## src/rtl/dft_pkg.sv

```systemverilog
// dft_pkg: state encoding, buffer op codes and sizing defaults shared by the
// scan-dump controller and its helpers.
package dft_pkg;

    typedef enum logic [2:0] {
        S_IDLE,
        S_SREQ,
        S_SHIFT,
        S_RREQ,
        S_RWAIT,
        S_RSP,
        S_ERR
    } state_e;

    localparam logic OP_SHIFT = 1'b0;
    localparam logic OP_READ  = 1'b1;

    localparam int WORDS_MAX_DEF   = 64;
    localparam int ACK_TIMEOUT_DEF = 16;
    localparam int LEN_W           = 7;
    localparam int BIT_W           = 11;

    function automatic logic len_ok(input logic [LEN_W-1:0] len, input int words_max);
        return (len != '0) && (int'(len) <= words_max);
    endfunction

endpackage

```

## src/rtl/dft_timeout_cnt.sv

```systemverilog
// dft_timeout_cnt: counts cycles spent waiting for an ack and flags the cycle
// on which the wait reaches TIMEOUT cycles.
module dft_timeout_cnt #(
    parameter int TIMEOUT = 16
) (
    input  logic clk,
    input  logic reset,
    input  logic run,
    input  logic clear,
    output logic expired
);

    localparam int W = $clog2(TIMEOUT + 1);

    logic [W-1:0] cnt_q, cnt_d;

    always_comb begin
        cnt_d   = clear ? '0 : run ? cnt_q + W'(1) : cnt_q;
        expired = run && (cnt_q == W'(TIMEOUT - 1));
    end

    always_ff @(posedge clk or posedge reset) begin
        if (reset) begin
            cnt_q <= '0;
        end else begin
            cnt_q <= cnt_d;
        end
    end

endmodule

```

## src/rtl/dft_ctrl.sv

```systemverilog
// dft_ctrl: sequences a scan dump -- shift the chain into the SIPO buffer, then
// read it back word by word over a valid/ready response handshake.
module dft_ctrl
    import dft_pkg::*;
#(
    parameter int WORDS_MAX   = WORDS_MAX_DEF,
    parameter int ACK_TIMEOUT = ACK_TIMEOUT_DEF
) (
    input  logic             clk,
    input  logic             reset,
    input  logic             cmd_val,
    output logic             cmd_rdy,
    input  logic [LEN_W-1:0] cmd_len,
    input  logic             abort,
    output logic             rsp_val,
    input  logic             rsp_rdy,
    output logic             rsp_last,
    output logic             err,
    output logic             sc_sen,
    output logic             buf_sin_sel,
    output logic             buf_val_op,
    output logic             buf_op,
    input  logic             buf_op_ack,
    input  logic             buf_op_commit,
    input  logic             buf_scaning
);

    state_e           state_q, state_d;
    logic [LEN_W-1:0] len_q, len_d, word_cnt_q, word_cnt_d;
    logic [BIT_W-1:0] bit_cnt_q, bit_cnt_d, last_bit;
    logic             err_q, err_d;
    logic             accept, is_last, ack_wait, expired;

    always_comb begin
        accept   = (state_q == S_IDLE) && cmd_val;
        ack_wait = (state_q == S_SREQ) || (state_q == S_RREQ);
        is_last  = word_cnt_q == len_q - LEN_W'(1);
        last_bit = BIT_W'({len_q, 5'b0} - 12'd1);
    end

    dft_timeout_cnt #(
        .TIMEOUT (ACK_TIMEOUT)
    ) u_timeout (
        .clk     (clk),
        .reset   (reset),
        .run     (ack_wait),
        .clear   (!ack_wait),
        .expired (expired)
    );

    always_ff @(posedge clk or posedge reset) begin
        if (reset) begin
            state_q <= S_IDLE;
        end else begin
            state_q <= state_d;
        end
    end

    // Abort wins over every other transition from a busy state.
    always_comb begin
        state_d = state_q;
        if (abort && state_q != S_IDLE) begin
            state_d = S_IDLE;
        end else begin
            case (state_q)
                S_IDLE:  if (cmd_val) state_d = len_ok(cmd_len, WORDS_MAX) ? S_SREQ : S_ERR;
                S_SREQ:  state_d = buf_op_ack ? S_SHIFT : expired ? S_ERR : S_SREQ;
                S_SHIFT: state_d = (bit_cnt_q != '0 && !buf_scaning) ? S_ERR :
                                   (bit_cnt_q == last_bit) ? S_RREQ : S_SHIFT;
                S_RREQ:  state_d = buf_op_ack ? S_RWAIT : expired ? S_ERR : S_RREQ;
                S_RWAIT: state_d = buf_op_commit ? S_RSP : S_RWAIT;
                S_RSP:   state_d = !rsp_rdy ? S_RSP : is_last ? S_IDLE : S_RREQ;
                S_ERR:   state_d = S_IDLE;
                default: state_d = S_IDLE;
            endcase
        end
    end

    always_comb begin
        cmd_rdy     = state_q == S_IDLE;
        rsp_val     = state_q == S_RSP;
        rsp_last    = rsp_val && is_last;
        sc_sen      = state_q == S_SHIFT;
        buf_sin_sel = state_q == S_SHIFT;
        buf_val_op  = ack_wait;
        buf_op      = (state_q == S_RREQ) ? OP_READ : OP_SHIFT;
    end

    assign err = err_q;

    // err is raised on entry to ERR so it is visible while ERR is held.
    always_comb begin
        len_d      = accept ? cmd_len : len_q;
        bit_cnt_d  = (state_q == S_SHIFT) ? bit_cnt_q + BIT_W'(1) : '0;
        word_cnt_d = accept ? '0 :
                     (state_q == S_RSP && rsp_rdy) ? word_cnt_q + LEN_W'(1) : word_cnt_q;
        err_d      = (state_d == S_ERR) ? 1'b1 : accept ? 1'b0 : err_q;
    end

    always_ff @(posedge clk or posedge reset) begin
        if (reset) begin
            len_q      <= '0;
            bit_cnt_q  <= '0;
            word_cnt_q <= '0;
            err_q      <= 1'b0;
        end else begin
            len_q      <= len_d;
            bit_cnt_q  <= bit_cnt_d;
            word_cnt_q <= word_cnt_d;
            err_q      <= err_d;
        end
    end

endmodule

```

## config.mk

```make
export PLATFORM = sky130hd
export DESIGN_NAME = dft_ctrl
export DESIGN_NICKNAME = d
export VERILOG_FILES = /design/src/rtl/dft_pkg.sv /design/src/rtl/dft_timeout_cnt.sv /design/src/rtl/dft_ctrl.sv
export SDC_FILE = /design/constraint.sdc
export NUM_CORES = 1
export LEC_CHECK = 0
export CORE_ASPECT_RATIO = 1.25
export CORE_MARGIN = 3
export CORE_UTILIZATION = 40
export CTS_CLUSTER_DIAMETER = 150
export DETAILED_ROUTE_END_ITERATION = 10
export GPL_TIMING_DRIVEN = 0
export SETUP_SLACK_MARGIN = 0.3
export SLEW_MARGIN = 20
export SYNTH_ARGS = -nofsm -noshare
export SYNTH_HDL_FRONTEND = slang
export SYNTH_SLANG_ARGS = --single-unit
```

## constraint.sdc

```tcl
create_clock -name clk -period 2.99 [get_ports clk]
set_input_delay 0.299 -clock clk [delete_from_list [all_inputs] [get_ports clk]]
set_output_delay 0.299 -clock clk [all_outputs]
set_load 0.05 [all_outputs]
```

# After elaboration in Yosys (flattened, before gate mapping)
# Cells that the tools add are included.
# word_totals
register_bits	34
out_inout_bits	8
inputBits	15
word_cells	56
# op_classes
add_sub_neg	5
n_lt_le_gt_ge	1
reduce_logical	15
eq_ne	9
mux	20
# ops
operator	n
3-bit two-way mux	9
3-bit one-hot mux with 6 select lines	1
7-bit two-way mux	2
11-bit by 1-bit adder with 11-bit output, second input constant	1
11-bit equality test	1
11-bit two-way mux	1
11-bit nonzero test	1
11-bit by 1-bit subtractor with 11-bit output, second input constant	1
3-bit equality test, second input constant	3
7-bit by 1-bit adder with 7-bit output, second input constant	1
7-bit equality test	1
7-bit <= comparator, second input constant	1
1-bit logical AND	7
7-bit nonzero test	1
7-bit by 1-bit subtractor with 7-bit output, second input constant	1
3-bit by 2-bit equality test with 1-bit output, second input constant	2
5-bit by 1-bit adder with 5-bit output, second input constant	1
5-bit by 4-bit equality test with 1-bit output, second input constant	1
1-bit two-way mux	5
5-bit two-way mux	1
2-bit nonzero test	2
3-bit by 1-bit equality test with 1-bit output, second input constant	1
3-bit zero test	1
3-bit nonzero test	1
3 further kinds	3

# Longest topological paths before layout
# Gate-level depths: netlist of the first run.
# depth
word_depth	9
depth_mapped	8
ltp_nobuf	8

# Cells and area by module
# Synthesis of the first run repeated with hierarchy kept, for this count alone.
# unflattened
hier_cells	240
area_unflattened_um2	2142.1
# modules_own_cells
module	seq_area_each_um2	cells_per_inst	instances	area_per_inst_um2
dft_ctrl	725.7	215	1	1853.0
dft_timeout_cnt	125.1	25	1	289.0

# Least setup slack after synthesis of the first run
# Ideal clock, no wire load.
# synth_path
kind	reg-to-output
from	reg len_q[0]
to	out rsp_last
setup_slack_ns	0.107
stages_incl_launch_ff	9
t_arrival_ns	2.584
n_path_buf	1
required_time_ns	2.691
path_cell_list	dfrtp_1 -> clkbuf_1 -> inv_1 -> ha_1 -> o21ba_1 -> a221o_1 -> a2111oi_2 -> o2111ai_1 -> nor2_1
# synth_between
elab_chain_len	3
# synth_rtl
item	line_no	rtl
from (decl)	dft_ctrl.sv:29	logic [LEN_W-1:0] len_q, len_d, word_cnt_q, word_cnt_d;
from (signal assigned)	dft_ctrl.sv:107	len_q <= len_d;
7-bit by 1-bit subtractor with 7-bit output	dft_ctrl.sv:37	is_last = word_cnt_q == len_q - LEN_W'(1);
7-bit equality test	dft_ctrl.sv:37	
1-bit logical AND	dft_ctrl.sv:82	rsp_last = rsp_val && is_last;
to (decl)	dft_ctrl.sv:17	output logic rsp_last,
# No other way between the ends.

# Worst setup path after layout of the first run
# Ends and elaborated chain as after synthesis.

==> results of run 1 <==
-- stage by stage --
step | cells | power (uW)
after floorplan | 226 | 1410
after global placement | 308 | 1660
after detailed placement | 308 | 1680
after CTS | 320 | 2130
after global routing | 320 | 2280
final | 320 | 2100
-- cells in the final DEF (no fill, tap or decap), types with 3 or more instances in the layout --
cell,instances
a21oi_1,3
and2_1,6
and3_1,3
buf_4,6
clkbuf_1,8
clkbuf_8,7
clkdlybuf4s50_1,21
dfrtp_1,34
ha_1,5
inv_1,7
nand2_1,31
nand3_1,7
nand4_1,5
nor2_1,26
nor2b_1,3
nor3_1,3
nor4_1,4
o21a_1,4
o21ai_0,9
or3_1,4
xnor2_1,15
xor2_1,15
-- how the worst min path moves through the flow --
stage | slack (ns) | to | startpoint
final | 0.45 | bit_cnt_q[1] | reset
after global routing | 0.49 | u_timeout.cnt_q[0] | u_timeout.cnt_q[0]
after CTS | 0.46 | u_timeout.cnt_q[0] | u_timeout.cnt_q[0]
after detailed placement | 0.45 | u_timeout.cnt_q[0] | u_timeout.cnt_q[0]
after global placement | 0.45 | u_timeout.cnt_q[0] | u_timeout.cnt_q[0]
after floorplan | 0.40 | len_q[2] | cmd_len[2]
-- layout make-up --
class / count / area (um^2) / area share
inverter: 9 / 33.8 / 0.0135
buffer: 13 / 76.3 / 0.0305
sequential: 34 / 851 / 0.339
timing repair buffer: 26 / 251 / 0.100
multi-input combinational: 170 / 1130 / 0.450
tap: 60 / 75.1 / 0.0300
clock inverter: 1 / 5.00 / 0.00200
clock buffer: 7 / 86.3 / 0.0344
-- where the power goes --
group	switching, uW	internal (uW)	leakage (uW)
Sequential	79.1	549	0.000459
Combinational	645	489	0.000597
Clock	158	186	0.0000482
Total	882	1220	0.00110
-- worst max-delay path, delay by kind of cell, from the launching register on --
family                   cells  cell delay [ns]
AO/OA/AOI/OAI                4             1.06
flip-flops                   1             0.34
AND/OR/NAND/NOR              1             0.14
adder cells (fa/ha/maj)      1             0.17
buffers and inverters        3             0.34
-- routing by layer --
metal | global-route usage | share of wire | wire length, um
met4 | 0.0523 | 0.014 | 59
met5 | 0 | 0 | 0
met2 | 0.275 | 0.50 | 2130
met1 | 0.196 | 0.45 | 1900
met3 | 0.0363 | 0.038 | 161
-- registers in the layout, indices dropped and copies added, names as in the netlist --
register,count
err,1
u_timeout.cnt_q,5
state_q,3
bit_cnt_q,11
word_cnt_q,7
len_q,7
-- logic make-up (layout without fill, tap and decap cells) --
family	count (synthesis)	in the layout
simple gates	102	102
flops	34	34
xor+xnor	31	31
compound gates	29	29
buf+inv	22	56
fa+ha+maj	6	6
mux	2	2
-- what timing repair did --
item                       in CTS  in global routing
hold endpoints to repair        0                  0
buffers inserted                4                  0
pin swaps                       5                  3
setup endpoints to repair       1                  1
resized for setup              15                  0
==> results.sh, run 1 <==
export IMPL_wirelength_um=4250
export IMPL_root_buffer="clkbuf_8"
export IMPL_synth_area_per_cell_um2=9.05
export IMPL_path_max_fanout=5
export IMPL_synthDominantCellAreaShare=0.416
export IMPL_relSlewSlack=0.530
export IMPL_finalHoldViolCount=0
export IMPL_synthTopCellsByCount="dfrtp_1 (34), nand2_1 (31), nor2_1 (27)"
export IMPL_initial_core_util=0.423
export IMPL_placed_cell_area_um2=2340
export IMPL_cts_tree="yes"
export IMPL_synth_fa_ha_area_frac=0.0367
export IMPL_globalRoute_totalOverflow=0
export IMPL_synth_compound_area_share=0.102
export IMPL_via_count=1655
export IMPL_period_share=0.873
export IMPL_ys_ff_latch=34
export IMPL_r2r_end="state_q[0]"
export IMPL_cts_max_level=2
export IMPL_yosysMostFrequentCell="dfrtp_1"
export IMPL_grt_first_pass_wirelength_um=7740
export IMPL_area_growth_pct=22.6
export IMPL_antenna_found_initial=0
export IMPL_path_clk_slew_ns=0.07
export IMPL_dp_slack_ns=-0.468
export IMPL_grt_max_degree=35
export IMPL_async_flop_share=1.00
export IMPL_post_drt_via_cell_ratio=5.17
export IMPL_track_usage=0.159
export IMPL_dpl_hpwl_um=3130
export IMPL_setup_viol=0
export IMPL_endpoint="rsp_last"
export IMPL_detailedRoute_firstIterationViolations=102
export IMPL_worst_slew_pin_slew_ns=0.703
export IMPL_arrival_ns=2.31
export IMPL_r2r_start="len_q[0]"
export IMPL_synth_top_family_by_area="simple AND/OR/NAND/NOR gates"
export IMPL_critPathLaunch="len_q[0]"
export IMPL_chipWidth_um=69.9
export IMPL_fillers=475
export IMPL_ir_drop_mv=0.308
export IMPL_cp_slowest_cell="a221o_1"
export IMPL_synth_enable_flop_cells=0
export IMPL_setup_slack_ns=0.380
export IMPL_cts_buffer_depth=2
export IMPL_synthFlopType="dfrtp_1"
export IMPL_rsz0062_at_grt="true"
export IMPL_nets=280
export IMPL_critPathMaxStageDelay_ns=0.35
export IMPL_die_y_um=85.9
export IMPL_fmax_ghz=0.383
export IMPL_antenna_cells=0
export IMPL_grt_pass1_vias=1704
export IMPL_cts_buffers=5
export IMPL_cp_start_kind="flop"
export IMPL_rr_worst_depth=9
export IMPL_synth_area_um2=2040
export IMPL_drv_slew=0
export IMPL_ys_seq_area_frac=0.416
export IMPL_synth_area_leaders="dfrtp_1 (42%), xnor2_1 (6.4%), xor2_1 (6.4%), nand2_1 (5.7%), nor2_1 (5.0%)"
export IMPL_rows=28
export IMPL_power_density_nw_per_um2=840
export IMPL_synthCells=226
export IMPL_synthXorXnorAreaFrac=0.140
export IMPL_final_core_util=0.518
export IMPL_stdcell_area_um2=2510
export IMPL_p_leak_uw=0.00110
export IMPL_core_um2=4830
export IMPL_insertion_delay_ns=0.28
export IMPL_cap_violations=0
export IMPL_synth_fp_nets=247
export IMPL_yosys_area_top_type="dfrtp_1"
export IMPL_synthDistinctLibCells=44
export IMPL_drc_errors=0
export IMPL_ioPinCount=23
export IMPL_layout_drive_gt1_share=0.112
export IMPL_min_path_type="primary input to asynchronous set/reset pin"
export IMPL_wire_per_inst_um=13.3
export IMPL_hold_slack_ns=0.447
export IMPL_finClkSkew_ns=0.00612
export IMPL_rrSetupSlack_ns=0.71
export IMPL_setup_tns_ns=0
export IMPL_portBuffers=22
export IMPL_synth_area_mux_share=0.00979
export IMPL_crit_type="flop to primary output"
export IMPL_clock_sinks=34
export IMPL_dieArea_um2=6010
export IMPL_worstPathRequired_ns=2.69
export IMPL_ctsHoldBuffers=0
export IMPL_yosys_area_share_simple=0.247
export IMPL_place_congestion=0.801
export IMPL_period_minus_slack_ns=2.61
export IMPL_end_kind="primary output"
export IMPL_ant_nets=0
export IMPL_drtPass1Iterations=4
export IMPL_synth_warnings=0
export IMPL_outcome="completed"
export IMPL_critical_path_cell_chain="clkbuf_8 -> inv_2 -> ha_4 -> o21ba_1 -> a221o_1 -> a2111oi_4 -> o2111ai_2 -> nor2_2 -> buf_6"
(Power assumes the default switching activity.)
==> inputs of run 2 (changes only) <==
--- a/config.mk
+++ b/config.mk
@@ -5,6 +5,7 @@
 export SDC_FILE = /design/constraint.sdc
 export NUM_CORES = 1
 export LEC_CHECK = 0
+export CAP_MARGIN = 10
 export CORE_ASPECT_RATIO = 1.25
 export CORE_MARGIN = 3
 export CORE_UTILIZATION = 40
==> results of run 2 <==
No change in the layout: final DEF, timing and power equal those of run 1.
